### config.mk
export PLATFORM = sky130hd
export DESIGN_NAME = cam_frame_sched
export DESIGN_NICKNAME = d
export VERILOG_FILES = /design/src/rtl/cam_pkg.sv /design/src/rtl/cam_ring_ptr.sv /design/src/rtl/cam_frame_sched.sv
export SDC_FILE = /design/constraint.sdc
export NUM_CORES = 1
export LEC_CHECK = 0
export BUFFER_PORTS_ARGS = -buffer_cell sky130_fd_sc_hd__buf_2
export CAP_MARGIN = 20
export CELL_PAD_IN_SITES_DETAIL_PLACEMENT = 0
export CELL_PAD_IN_SITES_GLOBAL_PLACEMENT = 1
export CORE_MARGIN = 1.5
export CORE_UTILIZATION = 30
export CTS_CLUSTER_DIAMETER = 40
export DETAILED_ROUTE_END_ITERATION = 12
export HOLD_SLACK_MARGIN = 0.1
export PLACE_DENSITY = 0.56
export SETUP_SLACK_MARGIN = 0.02
export SYNTH_ARGS = -nofsm -noshare
export SYNTH_HDL_FRONTEND = slang
export SYNTH_SLANG_ARGS = --single-unit
### constraint.sdc
create_clock -name i_sys_clk -period 2.4 [get_ports i_sys_clk]
set_input_delay 0.24 -clock i_sys_clk [delete_from_list [all_inputs] [get_ports i_sys_clk]]
set_output_delay 0.24 -clock i_sys_clk [all_outputs]
set_load 0.03 [all_outputs]
### src/rtl/cam_pkg.sv
// Shared definitions for the camera frame scheduler: FSM encoding and constants.
package cam_pkg;

    localparam int   DROP_W    = 16;
    localparam logic MODE_WAIT = 1'b0;
    localparam logic MODE_DROP = 1'b1;

    typedef enum logic [2:0] {
        ST_INIT   = 3'd0,
        ST_SETTLE = 3'd1,
        ST_STREAM = 3'd2,
        ST_STALL  = 3'd3,
        ST_RETRY  = 3'd4
    } state_t;

endpackage

### src/rtl/cam_ring_ptr.sv
// Frame-buffer ring bookkeeping: writer/reader indices and the count of full buffers.
// The full/drop flags are combinational so the FSM can react in the same cycle.
module cam_ring_ptr
    import cam_pkg::*;
#(
    parameter int NBUF = 2,
    parameter int BW   = 2
) (
    input  logic          i_clk,
    input  logic          i_rst_n,
    input  logic          i_wr_acc,
    input  logic          i_rd_acc,
    input  logic          i_stalled,
    input  logic          i_mode,
    output logic [BW-1:0] o_wr_buf,
    output logic [BW-1:0] o_rd_buf,
    output logic [BW:0]   o_fill,
    output logic [BW:0]   o_fill_nxt,
    output logic          o_full,
    output logic          o_drop
);

    localparam int            FW       = BW + 1;
    localparam logic [BW-1:0] LAST_IDX = BW'(NBUF - 1);
    localparam logic [BW:0]   FILL_LIM = FW'(NBUF - 1);

    logic [BW-1:0] r_wr_buf, r_rd_buf;
    logic [BW:0]   r_fill;
    logic [BW:0]   w_fe, w_fill_nxt;
    logic          w_at_lim, w_full, w_drop, w_wr_adv;

    function automatic logic [BW-1:0] nxt_idx(input logic [BW-1:0] p);
        return (p == LAST_IDX) ? '0 : p + 1'b1;
    endfunction

    // Next fill and pointer moves; a read in the same cycle frees a slot before the write is judged
    always_comb begin
        w_fe       = r_fill - {{BW{1'b0}}, i_rd_acc};
        w_at_lim   = i_wr_acc && (w_fe == FILL_LIM);
        w_full     = w_at_lim && (i_mode == MODE_WAIT);
        w_drop     = w_at_lim && (i_mode == MODE_DROP);
        w_fill_nxt = w_fe + {{BW{1'b0}}, (i_wr_acc && !w_drop)};
        // A stalled writer's buffer already counts as full; it advances once the reader frees one
        w_wr_adv   = (i_wr_acc && !w_at_lim) || (i_stalled && i_rd_acc);
    end

    // Pointer and fill registers
    always_ff @(posedge i_clk) begin
        if (!i_rst_n) begin
            r_wr_buf <= '0;
            r_rd_buf <= '0;
            r_fill   <= '0;
        end else begin
            r_fill <= w_fill_nxt;
            if (w_wr_adv) r_wr_buf <= nxt_idx(r_wr_buf);
            if (i_rd_acc) r_rd_buf <= nxt_idx(r_rd_buf);
        end
    end

    assign o_wr_buf   = r_wr_buf;
    assign o_rd_buf   = r_rd_buf;
    assign o_fill     = r_fill;
    assign o_fill_nxt = w_fill_nxt;
    assign o_full     = w_full;
    assign o_drop     = w_drop;

endmodule

### src/rtl/cam_frame_sched.sv
// Camera frame scheduler: sensor init with timeout/retry, then concurrent
// writer/reader over an NBUF-deep ring. All outputs are registered.
module cam_frame_sched
    import cam_pkg::*;
#(
    parameter int          NBUF      = 2,
    parameter int          BW        = 2,
    parameter logic [3:0]  SETTLE    = 4'd2,
    parameter logic [23:0] INIT_TMO  = 24'd5_000_000,
    parameter logic [15:0] RETRY_GAP = 16'd16
) (
    input  logic              i_sys_clk,
    input  logic              i_rst_n,
    input  logic              i_init_done,
    input  logic              i_wr_frame,
    input  logic              i_rd_frame,
    input  logic              i_mode,
    output logic              o_init_en,
    output logic              o_run_en,
    output logic              o_read_en,
    output logic              o_r_idle,
    output logic [BW-1:0]     o_wr_buf,
    output logic [BW-1:0]     o_rd_buf,
    output logic [BW:0]       o_fill,
    output logic              o_init_err,
    output logic [DROP_W-1:0] o_drop_cnt
);

    state_t            r_state, w_nxt;
    logic [23:0]       r_tmo_cnt;
    logic [15:0]       r_gap_cnt;
    logic [3:0]        r_set_cnt;
    logic              r_init_en, r_run_en, r_read_en, r_r_idle, r_init_err;
    logic [DROP_W-1:0] r_drop_cnt;
    logic              w_init_en_d, w_run_en_d, w_read_en_d, w_r_idle_d;
    logic              w_wr_acc, w_rd_acc, w_full, w_drop;
    logic [BW-1:0]     w_wr_buf, w_rd_buf;
    logic [BW:0]       w_fill, w_fill_nxt;

    // Pulses outside their enable window are ignored
    assign w_wr_acc = i_wr_frame & r_run_en;
    assign w_rd_acc = i_rd_frame & r_read_en;

    cam_ring_ptr #(.NBUF(NBUF), .BW(BW)) u_ring (
        .i_clk      (i_sys_clk),
        .i_rst_n    (i_rst_n),
        .i_wr_acc   (w_wr_acc),
        .i_rd_acc   (w_rd_acc),
        .i_stalled  (r_state == ST_STALL),
        .i_mode     (i_mode),
        .o_wr_buf   (w_wr_buf),
        .o_rd_buf   (w_rd_buf),
        .o_fill     (w_fill),
        .o_fill_nxt (w_fill_nxt),
        .o_full     (w_full),
        .o_drop     (w_drop)
    );

    // State register
    always_ff @(posedge i_sys_clk) begin
        if (!i_rst_n) r_state <= ST_INIT;
        else          r_state <= w_nxt;
    end

    // Next-state logic; INIT_DONE wins over a timeout landing in the same cycle
    always_comb begin
        w_nxt = r_state;
        case (r_state)
            ST_INIT: begin
                if (i_init_done)
                    w_nxt = ST_SETTLE;
                else if ((INIT_TMO != 24'd0) && (r_tmo_cnt == INIT_TMO - 24'd1))
                    w_nxt = ST_RETRY;
            end
            ST_RETRY:  if (r_gap_cnt == RETRY_GAP - 16'd1) w_nxt = ST_INIT;
            ST_SETTLE: if (r_set_cnt == SETTLE - 4'd1)     w_nxt = ST_STREAM;
            ST_STREAM: if (w_full)                         w_nxt = ST_STALL;
            ST_STALL:  if (w_rd_acc)                       w_nxt = ST_SETTLE;
            default:                                       w_nxt = ST_INIT;
        endcase
    end

    // Output decode from the upcoming state; READ_EN lags a rising fill by one cycle but drops with it
    always_comb begin
        w_init_en_d = (w_nxt == ST_INIT);
        w_run_en_d  = (w_nxt == ST_STREAM);
        w_read_en_d = (|w_fill) && (|w_fill_nxt);
        w_r_idle_d  = (w_nxt == ST_STREAM) && !w_read_en_d;
    end

    // Registered outputs
    always_ff @(posedge i_sys_clk) begin
        if (!i_rst_n) begin
            r_init_en <= 1'b0;
            r_run_en  <= 1'b0;
            r_read_en <= 1'b0;
            r_r_idle  <= 1'b0;
        end else begin
            r_init_en <= w_init_en_d;
            r_run_en  <= w_run_en_d;
            r_read_en <= w_read_en_d;
            r_r_idle  <= w_r_idle_d;
        end
    end

    // Per-state counters (cleared whenever their state is left), sticky error, saturating drop count
    always_ff @(posedge i_sys_clk) begin
        if (!i_rst_n) begin
            r_tmo_cnt  <= '0;
            r_gap_cnt  <= '0;
            r_set_cnt  <= '0;
            r_init_err <= 1'b0;
            r_drop_cnt <= '0;
        end else begin
            r_tmo_cnt <= (r_state == ST_INIT)   ? r_tmo_cnt + 24'd1 : 24'd0;
            r_gap_cnt <= (r_state == ST_RETRY)  ? r_gap_cnt + 16'd1 : 16'd0;
            r_set_cnt <= (r_state == ST_SETTLE) ? r_set_cnt + 4'd1  : 4'd0;
            if ((r_state == ST_INIT) && (w_nxt == ST_RETRY))
                r_init_err <= 1'b1;
            if (w_drop && (r_drop_cnt != {DROP_W{1'b1}}))
                r_drop_cnt <= r_drop_cnt + 1'b1;
        end
    end

    assign o_init_en  = r_init_en;
    assign o_run_en   = r_run_en;
    assign o_read_en  = r_read_en;
    assign o_r_idle   = r_r_idle;
    assign o_wr_buf   = w_wr_buf;
    assign o_rd_buf   = w_rd_buf;
    assign o_fill     = w_fill;
    assign o_init_err = r_init_err;
    assign o_drop_cnt = r_drop_cnt;

endmodule
==> metrics <==
count leader, synth dfxtp_1; Setup TNS Final -0.0180 ns; Arr. time, crit path 2.70 ns; yosys warns 0; # IOs 34; Critical path origin o_read_en; vias in the first global route 3096; post-DP HPWL 6190 um; peak supply drop approximately 460 uV; synth cell count leaders 75 x dfxtp_1, 37 x nor2_1, 30 x nand2_1; port buffer count 33; CTS tree done; #FFs+latches synth 75; Max clock buf depth 2; main flop type after synthesis dfxtp_1; Max Clock Skew 0.00746 ns; Net Count, Synth around 430; Yosys top cell by area dfxtp_1; global-route wire length before repair 15300 um; ant diodes 0; DR WL/cell 14.9 um; Mapped Area ~3600 sq um; Final Cycle Share 101%; worst min path class in2reg; final hold viol count 0; Placed Area slightly above 4000 sq um; Highest Clock Rate 0.414 GHz; critical path endpoint category flop; top cell type's share of synthesized area 41.9%; Tmin final 2.42 ns; dpl cells just under 600; DP Worst Slack -0.0704 ns; EDFF count, synth 0; via count about 3200; Post-synth ARST share 0%; worst slew pin tran approximately 0.66 ns; First DRT Iteration DRCs roughly 150; Hold Slack 0.289 ns; layout cell share with drive strength beyond 1 19.5%; Row Count 39; WL final 9210 um; failing checks design-rule violations, negative setup slack; P_leak 1.55 nW; core area 11500 sq um; fin. max-slew vios 0; Slew headroom 55.7%; clk slew on worst S/H paths roughly 0.060 ns; initial antenna violation count 0; initial core utilization between 30 and 40%; fill count approximately 1200; Syn Inst Count 416; Die H 112 um; Routed Antenna Nets 0; DIE AREA 12600 sq um; Die W 112 um; critical path class reg2reg; # clock sinks 75; post-synthesis sequential area ratio 41.9%; worst skew pair latency 0.34 ns; crit start category flop; worst r2r src o_read_en; Hold Path Origin i_init_done; Pwr Density 633 nW/um^2; CTS Hold Bufs 0; Final nets around 480; vias per cell 5.21; Num CTS Buffers 9; status finished, violations left; final instance area between 4000 and 5000 sq um; drt drc 3; Syn Area/Cell 8.61 sq um; max_cap viols 0; RSZ-0062 raised after global routing true; clock root buffer clkbuf_16; DR pass1 iterations 10; fin cells 616; Crit Path Max Fanout 4; Final setup violation count 1; GRT overflow 0; largest net degree at the start of global routing 23; Worst Slack Setup Final -0.0180 ns; H-tree depth 3; area grow syn2layout 24.4%; GP Congestion between 0.7 and 0.8; post-synthesis cell type count 46; WP data required 2.69 ns; synth top area cells dfxtp_1 42%, xnor2_1 4.2%, or4_1 4.0%; GRT Overall Usage 15.1%
-- worst paths after layout --
path | slack, ns | depth (start not counted) | to
max | -0.02 | 11 | o_r_idle
min | 0.29 | 3 | r_state[0]
max reg2reg | -0.02 | 11 | o_r_idle
min reg2reg | 0.42 | 2 | u_ring.o_wr_buf[1]
-- critical path, stage by stage (launching register included) --
cell and delay, ns:
dfxtp_4 0.34, and2_4 0.16, ha_4 0.16, ha_4 0.27
and4b_1 0.21, a31oi_1 0.09, ha_2 0.20, ha_4 0.17
xor2_2 0.14, o32a_1 0.29, o21ai_2 0.14, and4_1 0.19
-- cells in the final DEF, fill, tap and decap left out, types with 6 or more instances in the layout --
| cell type | instances |
|---|---|
| a21oi_1 | 24 |
| and2_1 | 6 |
| and3_1 | 7 |
| buf_2 | 33 |
| buf_4 | 23 |
| clkbuf_16 | 9 |
| dfxtp_1 | 73 |
| inv_1 | 17 |
| nand2_1 | 30 |
| nand3_1 | 28 |
| nand4_1 | 11 |
| nor2_1 | 37 |
| nor3_1 | 15 |
| nor4_1 | 11 |
| o21ai_0 | 8 |
| o31ai_1 | 14 |
| o41ai_1 | 6 |
| or3_1 | 8 |
| or4_1 | 18 |
| xnor2_1 | 16 |
| xor2_1 | 7 |
-- final cells by class --
| cell class | count | area (sq um) | share of cell area (%) |
|---|---|---|---|
| sequential | 75 | 1510 | 33.8 |
| clock inverter | 5 | 77.6 | 1.74 |
| timing repair buffer | 56 | 338 | 7.58 |
| tap | 143 | 179 | 4.02 |
| clock buffer | 11 | 243 | 5.45 |
| inverter | 17 | 63.8 | 1.43 |
| multi-input combinational | 309 | 2050 | 46.0 |
-- metrics by stage --
stage	util (%)	total power, mW
global placement	35.0	1.38
global route	38.7	2.92
detailed placement	35.0	1.38
floorplan	-	1.34
finish	38.7	2.82
CTS	37.9	2.87
-- logic make-up (layout without fill, tap and decap cells) --
group / after synthesis / in the layout / share of synthesized area [%]
and+or+nand+nor: 199 / 200 / 31.0
DFF: 75 / 75 / 41.9
muxes: 4 / 4 / 1.12
buffers and inverters: 33 / 89 / 3.77
xor gates and xnor gates: 26 / 26 / 6.36
adders and majority gates: 9 / 9 / 3.14
AOI/OAI and AO/OA: 70 / 70 / 12.7
-- per-layer routing --
metal,part of all wire (%),routed length (um),global-route usage [%]
met3,3.4,317,3.94
met2,46,4230,25.0
met4,2.0,181,5.65
met5,0,0,0
met1,49,4480,19.1
-- sequential cells by signal, summed over array words and instances (netlist names) --
register and flops:
o_drop_cnt 16, o_init_en 1, o_init_err 1, o_r_idle 1
o_read_en 1, o_run_en 1, r_gap_cnt 16, r_set_cnt 4
r_state 3, r_tmo_cnt 24, u_ring.o_fill 3, u_ring.o_rd_buf 2
u_ring.o_wr_buf 2
-- power by group --
group	internal (mW)	total, mW	switching [mW]
Sequential	1.25	1.27	0.0114
Combinational	0.0279	0.0850	0.0572
Clock	0.935	1.47	0.532
-- timing repair --
item                                    in CTS  in global routing
endpoints found under the setup margin       2                  6
pin swaps                                    2                  5
gates resized for setup                      2                  7
hold endpoints to repair                     0                  0
setup buffers                                1                  6
cloned                                       0                  1
Note: power is estimated with default switching activity, not from simulation.
